<file path="src/rtl/softmax_seq_ctrl.sv">
// Softmax sequencer: buffers one vector, runs each element through the shared
// exp CORDIC while accumulating the sum, then normalises each exp via the divide CORDIC.
module softmax_seq_ctrl #(
  parameter int N     = 16,
  parameter int NNEW  = N + 6,
  parameter int DEPTH = 8
) (
  input  logic                   clk,
  input  logic                   reset,
  input  logic                   in_valid,
  output logic                   in_ready,
  input  logic signed [N-1:0]    in_data,
  input  logic                   in_last,
  output logic                   exp_start,
  output logic signed [N-1:0]    exp_arg,
  input  logic                   exp_done,
  input  logic [NNEW-1:0]        exp_result,
  output logic                   div_start,
  output logic [NNEW-1:0]        div_num,
  output logic [NNEW-1:0]        div_den,
  input  logic                   div_done,
  input  logic [N-1:0]           div_quot,
  output logic                   capture_div,
  output logic                   out_valid,
  input  logic                   out_ready,
  output logic [N-1:0]           out_data,
  output logic                   out_last,
  output logic                   busy,
  output logic                   err
);

  localparam int IW = $clog2(DEPTH);
  localparam int CW = IW + 1;

  typedef enum logic [2:0] {
    IDLE, LOAD, EXP_ISSUE, EXP_WAIT, DIV_ISSUE, DIV_WAIT, OUT
  } state_t;

  state_t                  state_q, state_d;
  logic [CW-1:0]           cnt_q, cnt_d;
  logic [IW-1:0]           idx_q, idx_d;
  logic [NNEW-1:0]         sum_q, sum_d;
  logic                    err_q, err_d;
  logic                    cap_q, cap_d;
  logic                    edone_q, edone_d;
  logic [NNEW-1:0]         eres_q, eres_d;
  logic [N-1:0]            quot_q, quot_d;
  logic signed [N-1:0]     xbuf_q [DEPTH];
  logic signed [N-1:0]     xbuf_d [DEPTH];
  logic [NNEW-1:0]         ebuf_q [DEPTH];
  logic [NNEW-1:0]         ebuf_d [DEPTH];

  logic [CW-1:0]           idx_nx;
  logic [NNEW:0]           acc;
  logic                    is_last;
  logic                    sum_nz;

  // Top bit flags saturation; the sum clamps at all-ones.
  function automatic logic [NNEW:0] sat_add(input logic [NNEW-1:0] a,
                                            input logic [NNEW-1:0] b);
    logic [NNEW:0] s;
    s = {1'b0, a} + {1'b0, b};
    if (s[NNEW]) return {1'b1, {NNEW{1'b1}}};
    return s;
  endfunction

  assign idx_nx  = CW'(idx_q) + CW'(1);
  assign is_last = (CW'(idx_q) == cnt_q - CW'(1));
  assign sum_nz  = (sum_q != '0);
  assign acc     = sat_add(sum_q, eres_q);

  // Control state: async reset only on control/handshake flops.
  always_ff @(posedge clk or negedge reset) begin
    if (!reset) begin
      state_q <= IDLE;
      cnt_q   <= '0;
      idx_q   <= '0;
      sum_q   <= '0;
      err_q   <= 1'b0;
      cap_q   <= 1'b0;
      edone_q <= 1'b0;
    end else begin
      state_q <= state_d;
      cnt_q   <= cnt_d;
      idx_q   <= idx_d;
      sum_q   <= sum_d;
      err_q   <= err_d;
      cap_q   <= cap_d;
      edone_q <= edone_d;
    end
  end

  always_ff @(posedge clk) begin
    eres_q <= eres_d;
    quot_q <= quot_d;
    xbuf_q <= xbuf_d;
    ebuf_q <= ebuf_d;
  end

  // The exp result is registered once so accumulation has its own cycle;
  // a done coincident with the start cycle is outside EXP_WAIT and dropped.
  always_comb begin
    edone_d = (state_q == EXP_WAIT) && exp_done && !edone_q;
    eres_d  = (state_q == EXP_WAIT && exp_done) ? exp_result : eres_q;
  end

  always_comb begin
    state_d = state_q;
    cnt_d   = cnt_q;
    idx_d   = idx_q;
    sum_d   = sum_q;
    err_d   = err_q;
    cap_d   = 1'b0;
    quot_d  = quot_q;
    xbuf_d  = xbuf_q;
    ebuf_d  = ebuf_q;
    case (state_q)
      IDLE: begin
        if (in_valid) begin
          xbuf_d[0] = in_data;
          cnt_d     = CW'(1);
          idx_d     = '0;
          sum_d     = '0;
          err_d     = 1'b0;
          state_d   = in_last ? EXP_ISSUE : LOAD;
        end
      end
      LOAD: begin
        if (in_valid) begin
          xbuf_d[cnt_q[IW-1:0]] = in_data;
          cnt_d = cnt_q + CW'(1);
          if (in_last) begin
            state_d = EXP_ISSUE;
          end else if (cnt_q + CW'(1) == CW'(DEPTH)) begin
            // Vector truncated; the remaining elements start the next vector.
            err_d   = 1'b1;
            state_d = EXP_ISSUE;
          end
        end
      end
      EXP_ISSUE: state_d = EXP_WAIT;
      EXP_WAIT: begin
        if (edone_q) begin
          ebuf_d[idx_q] = eres_q;
          sum_d         = acc[NNEW-1:0];
          if (acc[NNEW]) err_d = 1'b1;
          if (idx_nx < cnt_q) begin
            idx_d   = idx_nx[IW-1:0];
            state_d = EXP_ISSUE;
          end else begin
            idx_d   = '0;
            state_d = DIV_ISSUE;
          end
        end
      end
      DIV_ISSUE: begin
        if (sum_nz) begin
          state_d = DIV_WAIT;
        end else begin
          quot_d  = '0;
          cap_d   = 1'b1;
          state_d = OUT;
        end
      end
      DIV_WAIT: begin
        if (div_done) begin
          quot_d  = div_quot;
          cap_d   = 1'b1;
          state_d = OUT;
        end
      end
      OUT: begin
        if (out_ready) begin
          if (is_last) begin
            idx_d   = '0;
            state_d = IDLE;
          end else begin
            idx_d   = idx_nx[IW-1:0];
            state_d = DIV_ISSUE;
          end
        end
      end
      default: state_d = IDLE;
    endcase
  end

  // Data outputs are forced to zero outside the states that own them.
  always_comb begin
    in_ready    = (state_q == IDLE) || (state_q == LOAD);
    exp_start   = (state_q == EXP_ISSUE);
    exp_arg     = (state_q == EXP_ISSUE || state_q == EXP_WAIT) ? xbuf_q[idx_q] : '0;
    div_start   = (state_q == DIV_ISSUE) && sum_nz;
    div_num     = '0;
    div_den     = '0;
    if ((state_q == DIV_ISSUE && sum_nz) || state_q == DIV_WAIT) begin
      div_num = ebuf_q[idx_q];
      div_den = sum_q;
    end
    capture_div = cap_q;
    out_valid   = (state_q == OUT);
    out_data    = (state_q == OUT) ? quot_q : '0;
    out_last    = (state_q == OUT) && is_last;
    busy        = (state_q != IDLE);
    err         = err_q;
  end

endmodule

</file>
<file path="config.mk">
export PLATFORM = sky130hd
export DESIGN_NAME = softmax_seq_ctrl
export DESIGN_NICKNAME = d
export VERILOG_FILES = /design/src/rtl/softmax_seq_ctrl.sv
export SDC_FILE = /design/constraint.sdc
export NUM_CORES = 1
export LEC_CHECK = 0
export BUFFER_PORTS_ARGS = -buffer_cell sky130_fd_sc_hd__clkbuf_2
export CAP_MARGIN = 20
export CORE_MARGIN = 3
export CORE_UTILIZATION = 29
export DETAILED_ROUTE_END_ITERATION = 7
export PLACE_DENSITY = 0.51
export SLEW_MARGIN = 25
export SYNTH_ARGS = -nofsm -noshare
export SYNTH_HDL_FRONTEND = slang
export SYNTH_SLANG_ARGS = --single-unit
</file>
<file path="constraint.sdc">
create_clock -name clk -period 3 [get_ports clk]
set_input_delay 0.75 -clock clk [delete_from_list [all_inputs] [get_ports clk]]
set_output_delay 0.75 -clock clk [all_outputs]
set_load 0.005 [all_outputs]
</file>
* Word-level counts from Yosys, hierarchy flattened
Index checks and enable logic that the tools add are counted.
Cells by class: reduce and logical (&&, ||, !) cells 26, eq/ne operators 18, multiplexer cells 59, bitwise operators 2, $add $sub $neg 4, magnitude comparators 5
Operators with widths (count):
- bitwise mux 176 bit | 1
- two-way mux 22 bit | 7
- bitwise mux 128 bit | 1
- two-way mux 128 bit | 1
- two-way mux 16 bit | 8
- binary-select mux 22 bit (select 3 bit) | 1
- demux 22 bit (select 3 bit) | 1
- case mux 16 bit (2 select lines) | 2
- binary-select mux 16 bit (select 3 bit) | 1
- demux 16 bit (select 3 bit) | 1
- two-way mux 23 bit | 2
- case mux 22 bit (2 select lines) | 1
- two-way mux 3 bit | 14
- adder 22 x 22 -> 23 bit | 1
- nonzero test 22 bit | 1
- case mux 3 bit (7 select lines) | 1
- != test 2 bit, second input constant | 8
- equality test 3 bit, second input constant | 3
- two-way mux 1 bit | 9
- case mux 3 bit (3 select lines) | 1
- AND reduction 3 bit | 3
- nonzero test 3 bit | 3
- greater-or-equal comparator 4 bit, second input constant | 2
- < comparator 4 x 1 -> 1 bit, second input constant | 2
- 25 further kinds | 39
Storage, ports and cells: register bits after elaboration 377, logic and storage cells 139, input bits 61

* Longest topological paths before layout
Gate-level depths: netlist of run 1.
depth in word-level cells 8, depth in mapped cells 10, depth with buffers taken out 9

* Worst setup path before layout of run 1
No wires, ideal clock.
path type reg-to-reg, from register state_q[1], to register xbuf_q[100] (netlist name), enable pin, arrival time 2.393 ns, clock period less this slack 2.802 ns, setup time 0.409 ns, buffers on the path 2, data required time 2.591 ns, slack 0.198 ns, stages on the path, launching flop included 7, cell sequence dfrtp_1 > clkbuf_1 > nor2_1 > and2_1 > clkbuf_1 > nand3_1 > nor3_1
On the way: cells in the longest elaborated chain, start to end 2
RTL lines:
- start: declaration | line 39 | state_t state_q, state_d;
- start signal: assignment | line 83 | state_q <= state_d;
- equality test 3 x 1 -> 1 bit | line 117 | case (state_q)
- AND reduction 2 bit (no line)
- end signal: assignment | line 96 | xbuf_q <= xbuf_d;
- end: declaration | line 48 | logic signed [N-1:0] xbuf_q [DEPTH];
No other way between the ends. A chain may end at the register's enable or synchronous reset.

* Worst setup path after layout of run 1
from register sum_q[4], to output div_num[5]
On the way: cells in the longest elaborated chain, start to end 4
RTL lines:
- start: declaration | line 42 | logic [NNEW-1:0] sum_q, sum_d;
- start signal: assignment | line 86 | sum_q <= sum_d;
- nonzero test 22 bit | line 69 | assign sum_nz = (sum_q != '0);
- logical AND 1 bit | line 195 | if ((state_q == DIV_ISSUE && sum_nz) || state_q == DIV_WAIT) begin
- logical OR 1 bit | line 195
- two-way mux 22 bit | line 195
- end: declaration | line 19 | output logic [NNEW-1:0] div_num,
No other way between the ends.

==> impl_results.md, run 1 <==
- Worst hold slack: 294 ps
- Crit Path Class: register to primary output
- Layout cells sized above 1: 29.8%
- Post-Synth XOR/XNOR Area: 1.18%
- Combinational Power Share: 27.8%
- Vias in the first global route: 10400
- Initial antenna violation count: 0
- Worst Path Arrival: 2650 ps
- Iteration-0 DRC count of the detailed router: 770
- Status: complete, but fails checks
- Placed Area: 17800 µm²
- Final ANT Viol Nets: 0
- Global-route wire length before repair: 65600 µm
- Ys Warns: 0
- Dpl cells: 1933
- Sw Ratio: 31.3%
- Fmax: 294 MHz
- Port Buf Inserts: 144
- Clk Latency, worst-skew pair: 580 ps
- Pre-CTS WS: 142 ps
- Vias: 10300
- Top post-synthesis cells by area: edfxtp_1 66%, dfrtp_1 5.6%, o22ai_1 3.1%
- Max Cap Violations: 0
- Die X: 237 µm
- Layout net count: 1416
- Design Power: 15.9 mW
- Leakage power: 7.33 nW
- Post-CTS Hold Fix Bufs: 0
- Post-Synth Adder-Cell Area: 2.46%
- Worst VDD drop: 0.443 mV
- Synthesized area: 15500 µm²
- Area leader, netlist: edfxtp_1
- Hold Violations, Final: 0
- Worst setup SP type: register
- Synth Area per Inst: 14.5 µm²
- TritonCTS buffer count: 41
- HPWL after DPL: 27600 µm
- Layout area overhead: 27.3%
- H-tree levels: 2
- Critical Path Fanout Max: 44
- CP Data Required Time: 2250 ps
- ANT cells: 0
- RD Place Congestion: 0.796
- Violations in the final reports: setup timing
- Clk_skew: 28.1 ps
- Clock slew at reported path FFs: 60 ps
- Post-Syn Instances: 1071
- Tot GR Track Use: 15.3%
- DRC: 0
- Mux contribution to synthesized area: 0.258%
- Filler instances: 5049
- Initial Util: 29.5%
- Clock Path Buffers: 3
- Final setup fails: 50
- Root buf cell: clkbuf_16
- Slew @ Worst Pin: 888 ps
- Register share of total power: 41.3%
- Die area: 56400 µm²
- FP Rows: 84
- Largest net degree at the start of global routing: 45
- CTS tree: yes
- Final period util: 113%
- Top FF cell, synth: edfxtp_1
- Area of the core: 52800 µm²
- Complex-gate fraction of the synthesized area: 12.5%
- Worst slew margin relative to its limit: 40.8%
- HP Class: input port to async pin
- Register area share after synthesis: 71.7%
- Syn nets: 1162
- Top Ports: 145
- DRT Wirelength: 43600 µm
- Wire per inst: 21.4 µm
- Post-synth top area share: 66.1%
- DRT Pass-1 Iters: 5
- GR Overflow Total: 0
- Post-route minimum period: 3400 ps
- Power density over the cells: 803 nW/µm²
- Final core occ: 37.5%
- Finished Cell Area: 19800 µm²
- Total Neg Setup Slack: -16380 ps
- Psw: 4.98 mW
- Die height: 237 µm
- Synth Area in Simple Gates: 9.81%
- Int Power: 10.9 mW
- Final WS setup: -404 ps
- EDFF count, synth: 342
- Synth cell types: 68
- Unrepaired setup endpoints after global routing: true
- Drt via density: 5.02
- Post-synth ARST share: 9.28%
- Register bit count reported by yosys: 377
- Largest family of logic cells by synthesized area: compound AO/OA/AOI/OAI gates
- CTS Sinks: 377
- Fin. max-slew vios: 0
- Final Non-Filler Cells: 2041
- CP Capture Type: primary output
- Clock share of power: 30.9%
## kinds of logic (layout without fill, tap and decap cells)
family                     after synthesis  count (layout)
AOI/OAI and AO/OA                      280             280
xor gates and xnor gates                21              21
adders and majority gates               30              30
buffers and inverters                   75             357
DFF                                    377             377
muxes                                    4               4
and+or+nand+nor                        284             284
## layout make-up
type | instances | area [µm²] | area share, %
Clock buffer | 49 | 1060 | 5.34
Tap cell | 688 | 861 | 4.35
Timing Repair Buffer | 273 | 2020 | 10.2
Clock inverter | 22 | 244 | 1.23
Multi-Input combinational cell | 619 | 4410 | 22.3
Sequential cell | 377 | 11200 | 56.4
Inverter | 13 | 50.0 | 0.253
## sequential cells by signal (all words and copies together) (netlist names)
| register | count |
|---|---|
| edone_q | 1 |
| idx_q | 3 |
| xbuf_q | 128 |
| quot_q | 16 |
| state_q | 3 |
| capture_div | 1 |
| cnt_q | 4 |
| err | 1 |
| eres_q | 22 |
| ebuf_q | 176 |
| sum_q | 22 |
## worst max-delay path: stages, from the launching register on
cell and delay (ps):
dfrtp_1 380, nor4_1 390, nand4_1 260, nor4_4 220, or2_4 180, nor2_4 40, nor2_4 130, buf_12 210
nor4_1 110, clkbuf_2 120
## layer usage
metal | up-vias | part of all wire (%) | wire, µm | track usage (%)
li1 | 4735 | - | - | -
met1 | 5207 | 46 | 20100 | 21.4
met2 | 257 | 47 | 20500 | 24.7
met3 | 52 | 4.9 | 2120 | 2.75
met4 | 0 | 2.0 | 854 | 4.11
met5 | - | 0 | 0 | 0
## power groups by stage
stage / logic [mW] / registers, mW / clock network [mW]
finish: 4.42 / 6.57 / 4.91
global route: 4.85 / 6.61 / 5.25
CTS: 4.33 / 6.57 / 5.06
detailed placement: 3.99 / 6.66 / 0
global placement: 4.03 / 6.65 / 0
floorplan: 2.39 / 6.56 / 0
## layout by cell type (no fill, tap or decap), types with 23 or more instances in the layout
cell type  netlist  final
a21oi_1         27     26
buf_4            6     90
clkbuf_16        0     41
clkbuf_2         0    132
dfrtp_1         35     30
edfxtp_1       342    342
ha_1            29     29
nand2_1         71     71
nor2_1          52     42
nor2b_1         40     40
o21ai_0         23     23
o22ai_1         76     76
## what timing repair did
item / CTS / global route
cloned: 1 / 0
setup endpoints to repair: 62 / 62
resized for setup: 69 / 22
buffers inserted: 30 / 6
hold endpoints to repair: 0 / 0
pin swaps: 26 / 13
## final timing paths
path	startpoint	end	slack, ps	cells past startpoint
min in group clk	exp_result[19]	eres_q[19]$_DFFE_PP_	350	1
setup reg to reg	eres_q[8]$_DFFE_PP_	sum_q[20]$_DFFE_PN0P_	250	9
max in group asynchronous	reset	cnt_q[0]$_DFFE_PN0P_	2060	1
hold reg to reg	err$_DFFE_PN0P_	err$_DFFE_PN0P_	500	2
setup / recovery	sum_q[4]$_DFFE_PN0P_	div_num[5]	-400	9
hold / removal	reset	sum_q[1]$_DFFE_PN0P_	290	1
## cells in the mapped netlist (9+ instances only)
cell / number
a21oi_1: 27
nor2_1: 52
o22ai_1: 76
nand2_1: 71
xor2_1: 11
inv_1: 11
o21ai_1: 11
xnor2_1: 10
nor2b_1: 40
a22o_1: 18
dfrtp_1: 35
and3_1: 22
buf_2: 12
edfxtp_1: 342
a22oi_1: 32
o221ai_1: 9
a221oi_1: 16
a21o_1: 13
nor4_1: 13
o21ai_0: 23
or4_1: 14
clkbuf_1: 41
nand3_1: 12
and2_1: 22
ha_1: 29
a31oi_1: 20
No activity file was read; power rests on OpenSTA's default activity.
==> run 2: changes to the inputs <==
clock period = 4.35 ns   (was 3 ns; I/O delays follow)
==> impl_results.md, run 2 (same netlist as run 1, synthesis figures left out) <==
- Post-route minimum period: 4090 ps
- Final period util: 94.1%
- Iteration-0 DRC count of the detailed router: 742
- Worst Setup SP: idx_q[1]$_DFFE_PN0P_
- Drt via density: 5.08
- Worst slew margin relative to its limit: 41.6%
- Total Neg Setup Slack: 0 ps
- Worst hold slack: 521 ps
- RD Place Congestion: 0.831
- Hold Violations, Final: 0
- Status: finished clean
- Initial Util: 29.5%
- Die height: 237 µm
- HP Class: register to register
- Fmax: 244 MHz
- Pre-CTS WS: 728 ps
- Wire per inst: 21.8 µm
- DRC: 0
- Clock slew at reported path FFs: 60 ps
- Clock Path Buffers: 3
- Critical Path Fanout Max: 23
- Initial antenna violation count: 1
- Finished Cell Area: 18600 µm²
- Tot GR Track Use: 14.9%
- Placed Area: 17200 µm²
- HPWL after DPL: 26800 µm
- Port Buf Inserts: 144
- RR Startpoint: eres_q[0]$_DFFE_PP_
- Power density over the cells: 562 nW/µm²
- FP Rows: 84
- Leakage power: 6.76 nW
- Unrepaired setup endpoints after global routing: false
- Vias in the first global route: 9986
- Worst VDD drop: 0.299 mV
- DRT Wirelength: 42700 µm
- Vias: 9962
- Fin. max-slew vios: 0
- Design Power: 10.5 mW
- GR Overflow Total: 0
- CTS Sinks: 377
- Worst Path Arrival: 3010 ps
- Layout area overhead: 19.7%
- Clk_skew: 45.2 ps
- Slew @ Worst Pin: 873 ps
- Most common cell after layout, fill and taps aside: edfxtp_1
- Hold_sp: err$_DFFE_PN0P_
- Largest net degree at the start of global routing: 45
- Top reg by flops: ebuf_q
- Global-route wire length before repair: 63700 µm
- Layout cells sized above 1: 22.0%
- Worst setup SP type: register
- TritonCTS buffer count: 42
- CTS tree: yes
- Post-CTS Hold Fix Bufs: 0
- Area of the core: 52800 µm²
- Layout net count: 1330
- Top Ports: 145
- Clk Latency, worst-skew pair: 580 ps
- Final WS setup: 256 ps
- DRT Pass-1 Iters: 5
- Final ANT Viol Nets: 0
- Register-to-register setup slack: 1090 ps
- Die X: 237 µm
- Largest register FFs: 176
- Crit Path Class: register to primary output
- Most frequent cells in the layout: 342 x edfxtp_1, 143 x clkbuf_2, 76 x o22ai_1, 71 x nand2_1, 43 x nor2_1
- CP Data Required Time: 3260 ps
- Root buf cell: clkbuf_16
- H-tree levels: 2
- Final setup fails: 0
- Biggest regs: ebuf_q x176, xbuf_q x128
- Max Cap Violations: 0
- Die area: 56400 µm²
- CP Capture Type: primary output
## run 2: changes by cell type in the layout (fill, tap and decap cells not counted), sizes merged
| cell | change |
|---|---|
| buf | -99 |
| clkbuf | +10 |
| inv | +3 |
| clkinv | +2 |
| diode | +2 |
| clkinvlp | +1 |
## run 2: critical path: stages (launching register included)
cell and delay [ps]:
dfrtp_1 700, or3b_2 680, o22ai_1 160, or4_1 570, nor2_1 190, clkbuf_2 150
## run 2: where the power goes
part | switching, mW | leakage (nW) | internal (mW)
Combinational | 1.49 | 2.55 | 0.910
Sequential | 0.301 | 3.56 | 4.29
Clock | 1.48 | 0.658 | 1.99
Total | 3.27 | 6.76 | 7.19
## run 2: per-stage QoR
stage                     util [%]  cells
final                         35.3   1960
after global routing          35.2   1959
after global placement        32.6   1883
after detailed placement      32.7   1883
after floorplan                  -   1071
after CTS                     35.2   1958
## run 2: layer usage
layer,vias to the layer above,share of wire (%),global-route usage (%)
met5,-,0,0
met4,0,3.0,5.79
met3,73,5.7,2.85
met2,283,47,23.7
met1,5035,45,20.4
li1,4571,-,-
## run 2: final cells by class
cell class	count	area, µm²
Fill cell	5132	34200
Sequential cell	377	11100
Multi-Input combinational cell	619	4130
Clock buffer	47	1070
Timing Repair Buffer	186	1050
Tap cell	688	861
Clock inverter	28	292
Inverter	13	48.8
Antenna cell	2	5.00
## run 2: what timing repair did
action	CTS	global route
endpoints found under the setup margin	0	1
resized for setup	0	1
setup buffers	0	0
## run 2: worst paths after layout
kind | to | depth (start not counted)
worst min-delay path | err$_DFFE_PN0P_ | 2
worst max register to register | sum_q[16]$_DFFE_PN0P_ | 9
max in group asynchronous | cnt_q[3]$_DFFE_PN0P_ | 1
worst max-delay path | div_num[0] | 5
worst min register to register | err$_DFFE_PN0P_ | 2
min in group asynchronous | sum_q[10]$_DFFE_PN0P_ | 1
==> run 3: changes to the inputs <==
CORE_UTILIZATION = 64   (was 29)
PLACE_DENSITY = 0.91   (was 0.51)
==> impl_results.md, run 3 (same netlist as run 1, synthesis figures left out) <==
- Biggest regs: ebuf_q x176, xbuf_q x128
- Slew @ Worst Pin: 935 ps
- CTS tree: yes
- Layout area overhead: 15.2%
- Vias: 10600
- Final period util: 96.7%
- DRT Wirelength: 40000 µm
- Register-to-Register Path Depth: 4
- Iteration-0 DRC count of the detailed router: 1549
- Largest register FFs: 176
- FF+latch area: 11100 µm²
- Clk_skew: 26.0 ps
- Worst VDD drop: 0.409 mV
- Placed Area: 16700 µm²
- Wire per inst: 25.3 µm
- DRT Pass-1 Iters: 8
- Die X: 162 µm
- Area of the core: 23700 µm²
- Fin. max-slew vios: 0
- Top reg by flops: ebuf_q
- Layout cells sized above 1: 21.4%
- Status: finished clean
- Initial Util: 65.6%
- FP Rows: 56
- Final Non-Filler Cells: 1578
- Design Power: 10.1 mW
- Post-route minimum period: 4210 ps
- Initial antenna violation count: 0
- Finished Cell Area: 17900 µm²
- GR Overflow Total: 0
- Port Buf Inserts: 144
- Layout net count: 1322
- Clock Path Buffers: 3
- CP Capture Type: primary output
- Drt via density: 6.74
- Tot GR Track Use: 30.2%
- Max Cap Violations: 0
- Critical Path Fanout Max: 23
- RD Place Congestion: 0.993
- Clk Latency, worst-skew pair: 520 ps
- Area occupied by multi-input gates: 4120 µm²
- Die area: 26200 µm²
- Clock slew at reported path FFs: 70 ps
- Register-to-register setup slack: 1060 ps
- Leakage power: 6.67 nW
- Filler instances: 1307
- Root buf cell: clkbuf_16
- Global-route wire length before repair: 60400 µm
- HPWL after DPL: 23500 µm
- Crit Path Class: register to primary output
- Post-CTS Hold Fix Bufs: 0
- H-tree levels: 2
- Unrepaired setup endpoints after global routing: false
- Hold Path Stages: 2
- CP Data Required Time: 3260 ps
- Fmax: 238 MHz
- Vias in the first global route: 10800
- Largest net degree at the start of global routing: 45
- Worst Path Arrival: 3120 ps
- Die height: 162 µm
- CTS Sinks: 377
- ANT cells: 0
- Post CTS Setup Buffer Count: 0
- Power density over the cells: 565 nW/µm²
- Total Neg Setup Slack: 0 ps
- Post-cts repair resize count: 0
- Top Ports: 145
- Final ANT Viol Nets: 0
- Dpl cells: 1511
- Most common cell after layout, fill and taps aside: edfxtp_1
- Final setup fails: 0
- Most frequent cells in the layout: 342 x edfxtp_1, 143 x clkbuf_2, 76 x o22ai_1, 70 x nand2_1, 43 x nor2_1
- DRC: 0
- TritonCTS buffer count: 37
- HP Class: register to register
- Worst slew margin relative to its limit: 37.5%
- Worst setup SP type: register
- Hold Violations, Final: 0
run 3: final timing paths:
path | from | to
worst min-delay path | sum_q[8]$_DFFE_PN0P_ | sum_q[8]$_DFFE_PN0P_
worst max register to register | idx_q[1]$_DFFE_PN0P_ | ebuf_q[42]$_DFFE_PP_
max in group asynchronous | reset | idx_q[0]$_DFFE_PN0P_
min in group asynchronous | reset | sum_q[9]$_DFFE_PN0P_
worst max-delay path | idx_q[1]$_DFFE_PN0P_ | div_num[0]
worst min register to register | sum_q[8]$_DFFE_PN0P_ | sum_q[8]$_DFFE_PN0P_
run 3: final cells by class:
class                      instances  share of cell area [%]
clock buffer                      48                    5.74
clock inverter                    19                   0.818
inverter                          13                   0.273
multi-input combinational        619                    23.0
sequential                       377                    62.3
tap                              319                    2.23
timing repair buffer             183                    5.66
run 3: critical path, cell delays in order (launching register included):
cell and delay [ps]:
dfrtp_1 740, or3b_2 680, o22ai_1 270, or4_1 650, nor2_1 120, clkbuf_2 120
run 3: routing by layer:
metal	global-route usage (%)	part of all wire, %	wire length, µm
met1	40.2	36	14500
met5	0	0	0
met4	13.6	4.0	1590
met3	6.81	12	4630
met2	48.5	48	19300
run 3: stage by stage:
| stage | setup slack (ps) | hold WS [ps] | util (%) |
|---|---|---|---|
| after floorplan | 1240 | 482 | - |
| after global placement | 816 | 518 | 70.6 |
| after detailed placement | 727 | 520 | 70.6 |
| after CTS | 2.59 | 532 | 75.6 |
| after global routing | 53.1 | 562 | 75.6 |
| final | 144 | 533 | 75.6 |
run 3: power by group:
group | switching [mW] | internal, mW
Combinational | 1.48 | 0.892
Sequential | 0.347 | 4.29
Clock | 1.31 | 1.79
